==> config.mk <==
export PLATFORM = sky130hd
export DESIGN_NAME = seg7_scan_reader
export DESIGN_NICKNAME = d
export VERILOG_FILES = /design/src/rtl/seg7_pkg.sv /design/src/rtl/seg7_pattern_decode.sv /design/src/rtl/seg7_scan_reader.sv
export SDC_FILE = /design/constraint.sdc
export NUM_CORES = 1
export LEC_CHECK = 0
export CORE_MARGIN = 4
export CORE_UTILIZATION = 45
export DETAILED_ROUTE_END_ITERATION = 8
export PLACE_DENSITY = 0.6
export SLEW_MARGIN = 15
export SYNTH_ARGS = -nofsm -noshare
export SYNTH_HDL_FRONTEND = slang
export SYNTH_SLANG_ARGS = --single-unit
==> constraint.sdc <==
create_clock -name CLK -period 3.4 [get_ports CLK]
set_clock_uncertainty 0.15 [all_clocks]
set_input_delay 0.68 -clock CLK [delete_from_list [all_inputs] [get_ports CLK]]
set_output_delay 0.68 -clock CLK [all_outputs]
set_load 0.03 [all_outputs]
==> src/rtl/seg7_pkg.sv <==
`default_nettype none
// +----------------------------------------------------------------------+
// | seg7_pkg                                                             |
// | Active-low 7-segment pattern constants, scan FSM states and decoder. |
// | Revision: 1.0                                                        |
// +----------------------------------------------------------------------+
package seg7_pkg;

    // Bit order {a,b,c,d,e,f,g}; a 0 lights the segment.
    localparam logic [6:0] PAT_0     = 7'b0000001;
    localparam logic [6:0] PAT_1     = 7'b1001111;
    localparam logic [6:0] PAT_2     = 7'b0010010;
    localparam logic [6:0] PAT_3     = 7'b0000110;
    localparam logic [6:0] PAT_4     = 7'b1001100;
    localparam logic [6:0] PAT_5     = 7'b0100100;
    localparam logic [6:0] PAT_6     = 7'b0100000;
    localparam logic [6:0] PAT_7     = 7'b0001111;
    localparam logic [6:0] PAT_8     = 7'b0000000;
    localparam logic [6:0] PAT_9     = 7'b0000100;
    localparam logic [6:0] PAT_BLANK = 7'b1111111;

    localparam logic [3:0] CODE_BLANK = 4'hF;

    typedef enum logic [1:0] {
        ST_IDLE   = 2'd0,
        ST_SETTLE = 2'd1,
        ST_SAMPLE = 2'd2,
        ST_HOLD   = 2'd3
    } state_t;

    // Returns {legal, code}; illegal patterns return all zeros.
    function automatic logic [4:0] seg7_decode(input logic [6:0] pat);
        case (pat)
            PAT_0:     return {1'b1, 4'd0};
            PAT_1:     return {1'b1, 4'd1};
            PAT_2:     return {1'b1, 4'd2};
            PAT_3:     return {1'b1, 4'd3};
            PAT_4:     return {1'b1, 4'd4};
            PAT_5:     return {1'b1, 4'd5};
            PAT_6:     return {1'b1, 4'd6};
            PAT_7:     return {1'b1, 4'd7};
            PAT_8:     return {1'b1, 4'd8};
            PAT_9:     return {1'b1, 4'd9};
            PAT_BLANK: return {1'b1, CODE_BLANK};
            default:   return 5'd0;
        endcase
    endfunction

endpackage
`default_nettype wire

==> src/rtl/seg7_pattern_decode.sv <==
`default_nettype none
// +----------------------------------------------------------------------+
// | seg7_pattern_decode                                                  |
// | Combinational active-low segment pattern to BCD/blank code decoder.  |
// | Revision: 1.0                                                        |
// +----------------------------------------------------------------------+
module seg7_pattern_decode
    import seg7_pkg::*;
(
    input  logic [6:0] pattern,
    output logic       legal,
    output logic [3:0] code
);

    logic [4:0] w_dec;

    assign w_dec = seg7_decode(pattern);
    assign legal = w_dec[4];
    assign code  = w_dec[3:0];

endmodule
`default_nettype wire

==> src/rtl/seg7_scan_reader.sv <==
`default_nettype none
// +----------------------------------------------------------------------+
// | seg7_scan_reader                                                     |
// | Reads a multiplexed active-low 7-segment display back into BCD.      |
// | Revision: 1.0                                                        |
// +----------------------------------------------------------------------+
module seg7_scan_reader
    import seg7_pkg::*;
#(
    parameter int NDIG    = 4,
    parameter int SETTLE  = 8,
    parameter int CONFIRM = 3,
    parameter int TO_W    = 16
)
(
    input  logic                CLK,
    input  logic                RESETN,
    input  logic [6:0]          SEG,
    input  logic [NDIG-1:0]     DIG,
    output logic [4*NDIG-1:0]   DIGITS,
    output logic [NDIG-1:0]     VALID,
    output logic                ERR,
    output logic                SCAN_ERR
);

    localparam int              IDX_W     = (NDIG > 1) ? $clog2(NDIG) : 1;
    localparam logic [7:0]      SETTLE_L  = 8'(SETTLE);
    localparam logic [3:0]      CONFIRM_L = 4'(CONFIRM);
    localparam logic [TO_W-1:0] TO_MAX    = {TO_W{1'b1}};

    function automatic logic [IDX_W-1:0] low_index(input logic [NDIG-1:0] d);
        logic [IDX_W-1:0] idx;
        idx = '0;
        for (int i = 0; i < NDIG; i++) begin
            if (!d[i]) idx = IDX_W'(i);
        end
        return idx;
    endfunction

    logic [6:0]      r_seg_s1, r_seg_s2;
    logic [NDIG-1:0] r_dig_s1, r_dig_s2, r_dig_prev, r_lat;
    logic [IDX_W-1:0] r_idx;
    logic [7:0]      r_cnt, r_stab;
    logic [TO_W-1:0] r_to;
    logic            r_err, r_scan_err;
    state_t          r_state;

    logic [NDIG-1:0] w_dig, w_dig_n;
    logic            w_dig_chg, w_onehot, w_multi, w_to_hit;
    logic            w_legal;
    logic [3:0]      w_code;

    assign w_dig     = r_dig_s2;
    assign w_dig_n   = ~w_dig;
    assign w_dig_chg = (w_dig != r_dig_prev);
    assign w_onehot  = (w_dig_n != '0) && ((w_dig_n & (w_dig_n - 1'b1)) == '0);
    assign w_multi   = (w_dig_n != '0) && !w_onehot;
    assign w_to_hit  = (r_state != ST_SAMPLE) && (r_to == TO_MAX - 1'b1);

    seg7_pattern_decode u_decode (
        .pattern (r_seg_s2),
        .legal   (w_legal),
        .code    (w_code)
    );

    always_ff @(posedge CLK or negedge RESETN) begin
        if (!RESETN) begin
            r_seg_s1   <= '1;
            r_seg_s2   <= '1;
            r_dig_s1   <= '1;
            r_dig_s2   <= '1;
            r_dig_prev <= '1;
            r_lat      <= '1;
            r_idx      <= '0;
            r_cnt      <= '0;
            r_stab     <= '0;
            r_to       <= '0;
            r_err      <= 1'b0;
            r_scan_err <= 1'b0;
            r_state    <= ST_IDLE;
        end else begin
            r_seg_s1   <= SEG;
            r_seg_s2   <= r_seg_s1;
            r_dig_s1   <= DIG;
            r_dig_s2   <= r_dig_s1;
            r_dig_prev <= w_dig;
            r_err      <= (r_state == ST_SAMPLE) && !w_legal;

            // Multi-strobe detection runs beside the FSM on its own stability count.
            r_scan_err <= w_multi && !w_dig_chg && (r_stab == SETTLE_L - 8'd1);
            if (w_dig_chg)
                r_stab <= '0;
            else if (r_stab != SETTLE_L)
                r_stab <= r_stab + 8'd1;

            if (r_state == ST_SAMPLE)
                r_to <= '0;
            else if (r_to != TO_MAX)
                r_to <= r_to + 1'b1;

            case (r_state)
                ST_IDLE: begin
                    if (w_dig_chg && w_onehot) begin
                        r_lat   <= w_dig;
                        r_idx   <= low_index(w_dig);
                        r_cnt   <= '0;
                        r_state <= ST_SETTLE;
                    end
                end
                ST_SETTLE: begin
                    if (w_dig != r_lat) begin
                        if (w_onehot) begin
                            r_lat   <= w_dig;
                            r_idx   <= low_index(w_dig);
                            r_cnt   <= '0;
                            r_state <= ST_SETTLE;
                        end else begin
                            r_state <= ST_IDLE;
                        end
                    end else begin
                        r_cnt <= r_cnt + 8'd1;
                        if (r_cnt == SETTLE_L - 8'd1)
                            r_state <= ST_SAMPLE;
                    end
                end
                ST_SAMPLE: r_state <= ST_HOLD;
                ST_HOLD: begin
                    // The new DIG value is judged now so back-to-back strobes lose no cycle.
                    if (w_dig != r_lat) begin
                        if (w_onehot) begin
                            r_lat   <= w_dig;
                            r_idx   <= low_index(w_dig);
                            r_cnt   <= '0;
                            r_state <= ST_SETTLE;
                        end else begin
                            r_state <= ST_IDLE;
                        end
                    end
                end
                default: r_state <= ST_IDLE;
            endcase
        end
    end

    assign ERR      = r_err;
    assign SCAN_ERR = r_scan_err;

    for (genvar i = 0; i < NDIG; i++) begin : g_digit
        logic [3:0] r_cand, r_ccnt, r_digit;
        logic       r_vld;
        logic [3:0] w_ccnt_nx;
        logic       w_hit, w_write;

        always_comb begin
            w_hit = (r_state == ST_SAMPLE) && (r_idx == IDX_W'(i));
            if (w_code == r_cand)
                w_ccnt_nx = (r_ccnt == CONFIRM_L) ? r_ccnt : r_ccnt + 4'd1;
            else
                w_ccnt_nx = 4'd1;
            w_write = w_hit && w_legal && (w_ccnt_nx == CONFIRM_L);
        end

        always_ff @(posedge CLK or negedge RESETN) begin
            if (!RESETN) begin
                r_cand  <= '0;
                r_ccnt  <= '0;
                r_digit <= '0;
                r_vld   <= 1'b0;
            end else begin
                if (w_hit) begin
                    r_cand <= w_legal ? w_code : 4'd0;
                    r_ccnt <= w_legal ? w_ccnt_nx : 4'd0;
                end
                // A confirmation beats a same-cycle timeout for its own digit.
                if (w_write) begin
                    r_digit <= w_code;
                    r_vld   <= 1'b1;
                end else if (w_to_hit) begin
                    r_vld   <= 1'b0;
                end
            end
        end

        assign DIGITS[4*i +: 4] = r_digit;
        assign VALID[i]         = r_vld;
    end

endmodule
`default_nettype wire

==> impl_metrics.yaml <==
setup_path:
  cp.required_ps: 3560
  critPathCaptureType: "flop"
  crit_type: "flop to flop"
  crit_path_max_incr_delay_ps: 640
  crit_chain: "nand4_1 > o2bb2ai_1 > xnor2_1 > o221ai_2 > nor4b_4 > mux2_2"
  path_max_fanout: 11
  critPathSlowestCell: "dfstp_2"
  r2r_cells: 6
  startpoint_type: "flop"
  arrival_ps: 3140
cells_and_area:
  mostFrequentLayoutCells: "90 x dfrtp_1, 59 x nand2_1, 52 x nor2_1"
  fin_nets: 665
  fin_util: 0.545
  fin_cells: 832
  syn2layout_area_growth_pct: 16.9
  layout-drive-gt1-share: 0.178
  antenna_cells: 0
  layout_commonest_cell: "dfrtp_1"
cts:
  cts-root-buf: "clkbuf_16"
  clock-sinks: 120
  ctsHoldBuffers: 0
  cts.clk_slew.worst_paths_ps: 60
  clockBufferDepth: 2
  cts_buffers: 17
  clkLatencyLatePin_ps: 420
  cts_post_setup_buffers_inserted: 0
  cts_tree: "yes"
  cts_max_level: 4
  cts_resized: 0
routing:
  vias: 4658
  final_antenna_net_count: 0
  viasPerCell: 5.60
  drt_iter0_markers: 319
  drc: 0
  routed_wl_um: 13100
  wl_per_cell_um: 15.7
  dr.pass1.iters: 4
die:
  rows: 42
  design.die.area_um2: 15900
  start_util: 0.466
  core-area_um2: 13500
  die_y_um: 126
  io_pins: 35
  die_w_um: 126
timing:
  tns_ps: 0
  setup_violations: 0
  slew_headroom: 0.492
  grt_setup_unrepaired: "no"
  drv_slew: 0
  max_freq_ghz: 0.335
  timing.final.ws_setup_ps: 419
  min_period_ps: 2980
  worst_pin_slew_ps: 756
  min_period_over_period: 0.877
  hold_violations: 0
placed_design:
  gp_congestion: 0.845
  post-dp-hpwl_um: 9170
  place_ws_ps: 460
  dp.cells: 800
  port-buffer-count: 34
outcome:
  outcome: "complete, no violations"
grt:
  grt_pass1_vias: 4399
  antenna_found_initial: 0
  grtUsageTotal: 0.173
  grt_overflow: 0
  grt_start_max_net_pins: 54
  grt_pass1_wl_um: 22400
power_and_ir_drop:
  p_per_area_nw_per_um2: 502
  p_leak_nw: 3.08
  finalPower_mw: 3.68
  ir_drop_mv: 0.424
logic_synthesis:
  synth_seq_area_share: 0.485
  syn_nets: 635
  ys_async_sr_fraction: 1.00
  synth-seq-cells: 120
  yosysUniqueCellTypes: 68
  netlist_area_um2: 6270
  ys.flop_type: "dfrtp_1"
  synthCells: 613
  yosysWarnings: 0
  synth_edf_count: 0
  syn_area_per_cell_um2: 10.2
worst_hold_path:
  hp-class: "input pin to async pin"
job:
  max_cap_viol_count: 0
-- critical path: cells and delay by family, from the launching register on --
kind,cells,cell delay [ps]
compound gates,2,770
simple gates,2,710
flops,1,640
mux,1,380
xor+xnor,1,200
-- sequential cells by signal, summed over array words and instances, names as in the netlist, 7 cells and up, named ones only --
name / flops
g_digit.r_cand: 16
g_digit.r_ccnt: 16
g_digit.r_digit: 16
r_cnt: 8
r_seg_s1: 7
r_seg_s2: 7
r_stab: 8
r_to: 16
-- report_power, final --
part	internal (mW)	switching (mW)	leakage, nW
clock network	1.09	0.707	0.281
logic	0.128	0.152	1.25
registers	1.52	0.0756	1.55
total	2.75	0.935	3.08
-- routing by layer --
metal | share of wire | global-route usage | up-vias
met3 | 0.037 | 0.0517 | 17
met4 | 0.013 | 0.0530 | 0
li1 | - | - | 2279
met5 | 0 | 0 | -
met1 | 0.48 | 0.234 | 2296
met2 | 0.47 | 0.268 | 66
-- final timing paths --
path                                  startpoint                                 to  slack [ps]
max in group asynchronous                 RESETN               r_lat[2]$_DFFE_PN1P_        2190
hold reg to reg            r_seg_s1[5]$_DFF_PN1_              r_seg_s2[5]$_DFF_PN1_         200
min in group CLK           r_seg_s1[5]$_DFF_PN1_              r_seg_s2[5]$_DFF_PN1_         200
setup / recovery           r_seg_s2[2]$_DFF_PN1_  g_digit[1].r_digit[0]$_DFFE_PN0P_         420
hold / removal                            RESETN  g_digit[3].r_digit[1]$_DFFE_PN0P_          70
setup reg to reg           r_seg_s2[2]$_DFF_PN1_  g_digit[1].r_digit[0]$_DFFE_PN0P_         420
-- per-stage QoR --
stage               area (um^2)  hold slack (ps)
floorplan                  6270              195
global placement           6740              196
detailed placement         6740              197
CTS                        7340             69.2
global route               7340             83.0
finish                     7340             68.0
-- area by class of cell --
cell class,count,area [um^2]
Clock inverter,15,168
Multi-Input combinational cell,445,3010
Tap cell,176,220
Inverter,16,60.1
Timing Repair Buffer,43,418
Fill cell,1198,6120
Sequential cell,120,3040
Clock buffer,17,425
-- kinds of logic (layout without fill, tap and decap cells) --
logic type	Yosys count	after routing	share of synthesized area
simple gates	259	259	0.229
flops	120	120	0.485
mux	29	29	0.0506
fa+ha+maj	10	10	0.0195
compound gates	109	109	0.127
xor+xnor	38	38	0.0530
buf+inv	48	91	0.0365
-- synthesized netlist by cell type (4+ instances only) --
library cell | instances | share of area
a21o_1 | 6 | 0.0072
or3b_2 | 4 | 0.0056
buf_2 | 6 | 0.0048
nor4b_1 | 5 | 0.0070
o21a_1 | 4 | 0.0048
mux2i_1 | 7 | 0.011
and3_1 | 11 | 0.011
o211ai_1 | 4 | 0.0048
nand3_1 | 33 | 0.026
o211a_1 | 4 | 0.0064
inv_1 | 16 | 0.0096
clkbuf_1 | 17 | 0.010
ha_1 | 9 | 0.018
o21ai_0 | 30 | 0.024
nor2b_1 | 5 | 0.0050
a31oi_1 | 9 | 0.0090
nor4_1 | 6 | 0.0060
or3_1 | 4 | 0.0040
mux2_2 | 22 | 0.039
nand4_1 | 11 | 0.011
nor3b_1 | 9 | 0.011
xnor2_1 | 29 | 0.040
buf_4 | 5 | 0.0060
dfstp_2 | 30 | 0.13
nand2b_1 | 5 | 0.0050
and4b_1 | 4 | 0.0064
a211oi_1 | 4 | 0.0048
xor2_1 | 9 | 0.013
nand4b_1 | 5 | 0.0070
nor2_1 | 52 | 0.031
dfrtp_1 | 90 | 0.36
a22o_1 | 4 | 0.0056
a21oi_1 | 16 | 0.013
nor3_1 | 24 | 0.019
nand2_1 | 59 | 0.035
o2111ai_1 | 4 | 0.0056
(Power assumes the default switching activity.)
==> patch: new RTL, config.mk and constraints unchanged <==
Reset style: synchronous (`RESETN`), changed in 2 clocked blocks.
--- a/src/rtl/seg7_scan_reader.sv
+++ b/src/rtl/seg7_scan_reader.sv
@@ -65,3 +65,3 @@
 
-    always_ff @(posedge CLK or negedge RESETN) begin
+    always_ff @(posedge CLK) begin
         if (!RESETN) begin
@@ -162,3 +162,3 @@
 
-        always_ff @(posedge CLK or negedge RESETN) begin
+        always_ff @(posedge CLK) begin
             if (!RESETN) begin
Check against the original RTL: same outputs for any inputs over 10 cycles, from zero or initial values and one cycle with RESETN low; that may be too few to reach the edited logic, so the function may still have changed.
==> patch against the original RTL <==
- core utilization shrank 0.67 points
- wire length shrank 0.76%
- final area shrank 7.3%
- setup slack gained 0.16 ns
- combinational power shrank 4%
- highest routed layer unchanged
- synthesized area shrank 7.3%
- total power shrank 7.9%
- sequential cell count is the same
- first-iteration DRC count grew 22%
==> patch: results (changes against the original RTL) <==
CP delay by family, top -> simple AND/OR/NAND/NOR gates (was compound AO/OA/AOI/OAI gates)
Primary FF master, synth -> dfxtp_1 (was dfrtp_1)
Multi-input comb cells -> 490 (was 445)
FF-to-FF setup slack -> 0.57 ns (was 0.42 ns)
Layout clock area frac -> 8.135% (was 8.083%)
Worst setup path startpoint -> r_seg_s2[0] (was r_seg_s2[2])
Layout fillers -> 1174 (was 1198)
Pre-antenna DRT Iters -> 7 (was 4)
Syn Inst Count -> 661 (was 613)
Sequential area share after synthesis -> 41.31% (was 48.45%)
First-pass GRT wire length -> 21910 um (was 22360 um)
Final nets -> 703 (was 665)
Total GRT Usage -> 18.41% (was 17.26%)
Via Count -> 4902 (was 4658)
Signal buffers share of area -> 5.779% (was 5.696%)
Status -> completed (unchanged)
CP Data Arrival Time -> 2.93 ns (was 3.14 ns)
Starting DRT DRC Count -> 388 (was 319)
Async set-reset flop share out of synthesis -> 0% (was 100.0%)
WHS -> 0.2528 ns (was 0.06796 ns)
Placed insts -> 834 (was 800)
Vias in the first global route -> 4704 (was 4399)
Lkg Pwr -> 2.572 nW (was 3.080 nW)
Fraction of layout cells with a size suffix above 1 -> 9.654% (was 17.84%)
Yosys cell types -> 61 (was 68)
Fin cells -> 866 (was 832)
Rel. slew slack -> 32.78% (was 49.22%)
Clock buffers -> 24 (was 17)
Non-clk invs -> 12 (was 16)
Synth Net Count -> 683 (was 635)
Slowest stage delay, CP -> 0.58 ns (was 0.64 ns)
DP Wirelength -> 8798 um (was 9170 um)
Crit Reg-Reg Endpoint -> g_digit[0].r_digit[3] (was g_digit[1].r_digit[0])
Worst-path maximum fanout -> 22 (was 11)
patch: cell types whose count changed after synthesis, sizes merged, moves of 10 or more:
| cell | before | now |
|---|---|---|
| clkbuf | 17 | 30 |
| dfstp | 30 | 0 |
| nor3 | 27 | 17 |
| a211oi | 4 | 18 |
| mux2i | 7 | 24 |
| nor2b | 5 | 19 |
| mux2 | 22 | 1 |
| dfrtp | 90 | 0 |
| or4 | 1 | 13 |
| nand2b | 5 | 31 |
| dfxtp | 0 | 120 |
| xnor2 | 29 | 8 |
| xor2 | 9 | 19 |
patch: stage by stage:
| stage | cell area [um2] | utilization, % | worst slack [ns] |
|---|---|---|---|
| after floorplan | 5816 | - | 0.8534 |
| after global placement | 6245 | 49.48 | 0.6787 |
| after detailed placement | 6245 | 49.48 | 0.5787 |
| after CTS | 6798 | 53.87 | 0.5687 |
| after global routing | 6798 | 53.87 | 0.2743 |
| final | 6798 | 53.87 | 0.5740 |
patch: per-layer routing:
| layer | wire length (um) | track usage, % | vias to the layer above |
|---|---|---|---|
| met5 | 0 | 0 | - |
| met4 | 148 | 6.793 | 0 |
| met3 | 393 | 5.942 | 12 |
| met2 | 6216 | 29.46 | 84 |
| met1 | 6230 | 23.26 | 2348 |
| li1 | - | - | 2458 |
patch: cell families (layout without fill, tap and decap cells):
kind of cell               count (synthesis)  after routing  share of synthesized area, %
AOI/OAI and AO/OA                        128            128                         16.31
xor gates and xnor gates                  27             27                         4.066
adders and majority gates                 10             10                         2.108
buffers and inverters                     51             84                         3.851
DFF                                      120            120                         41.31
muxes                                     25             25                         4.324
and+or+nand+nor                          300            300                         28.03
patch: power breakdown:
part           internal (mW)  switching, mW
Combinational          0.106          0.165
Sequential              1.43         0.0266
Clock                   1.06          0.604
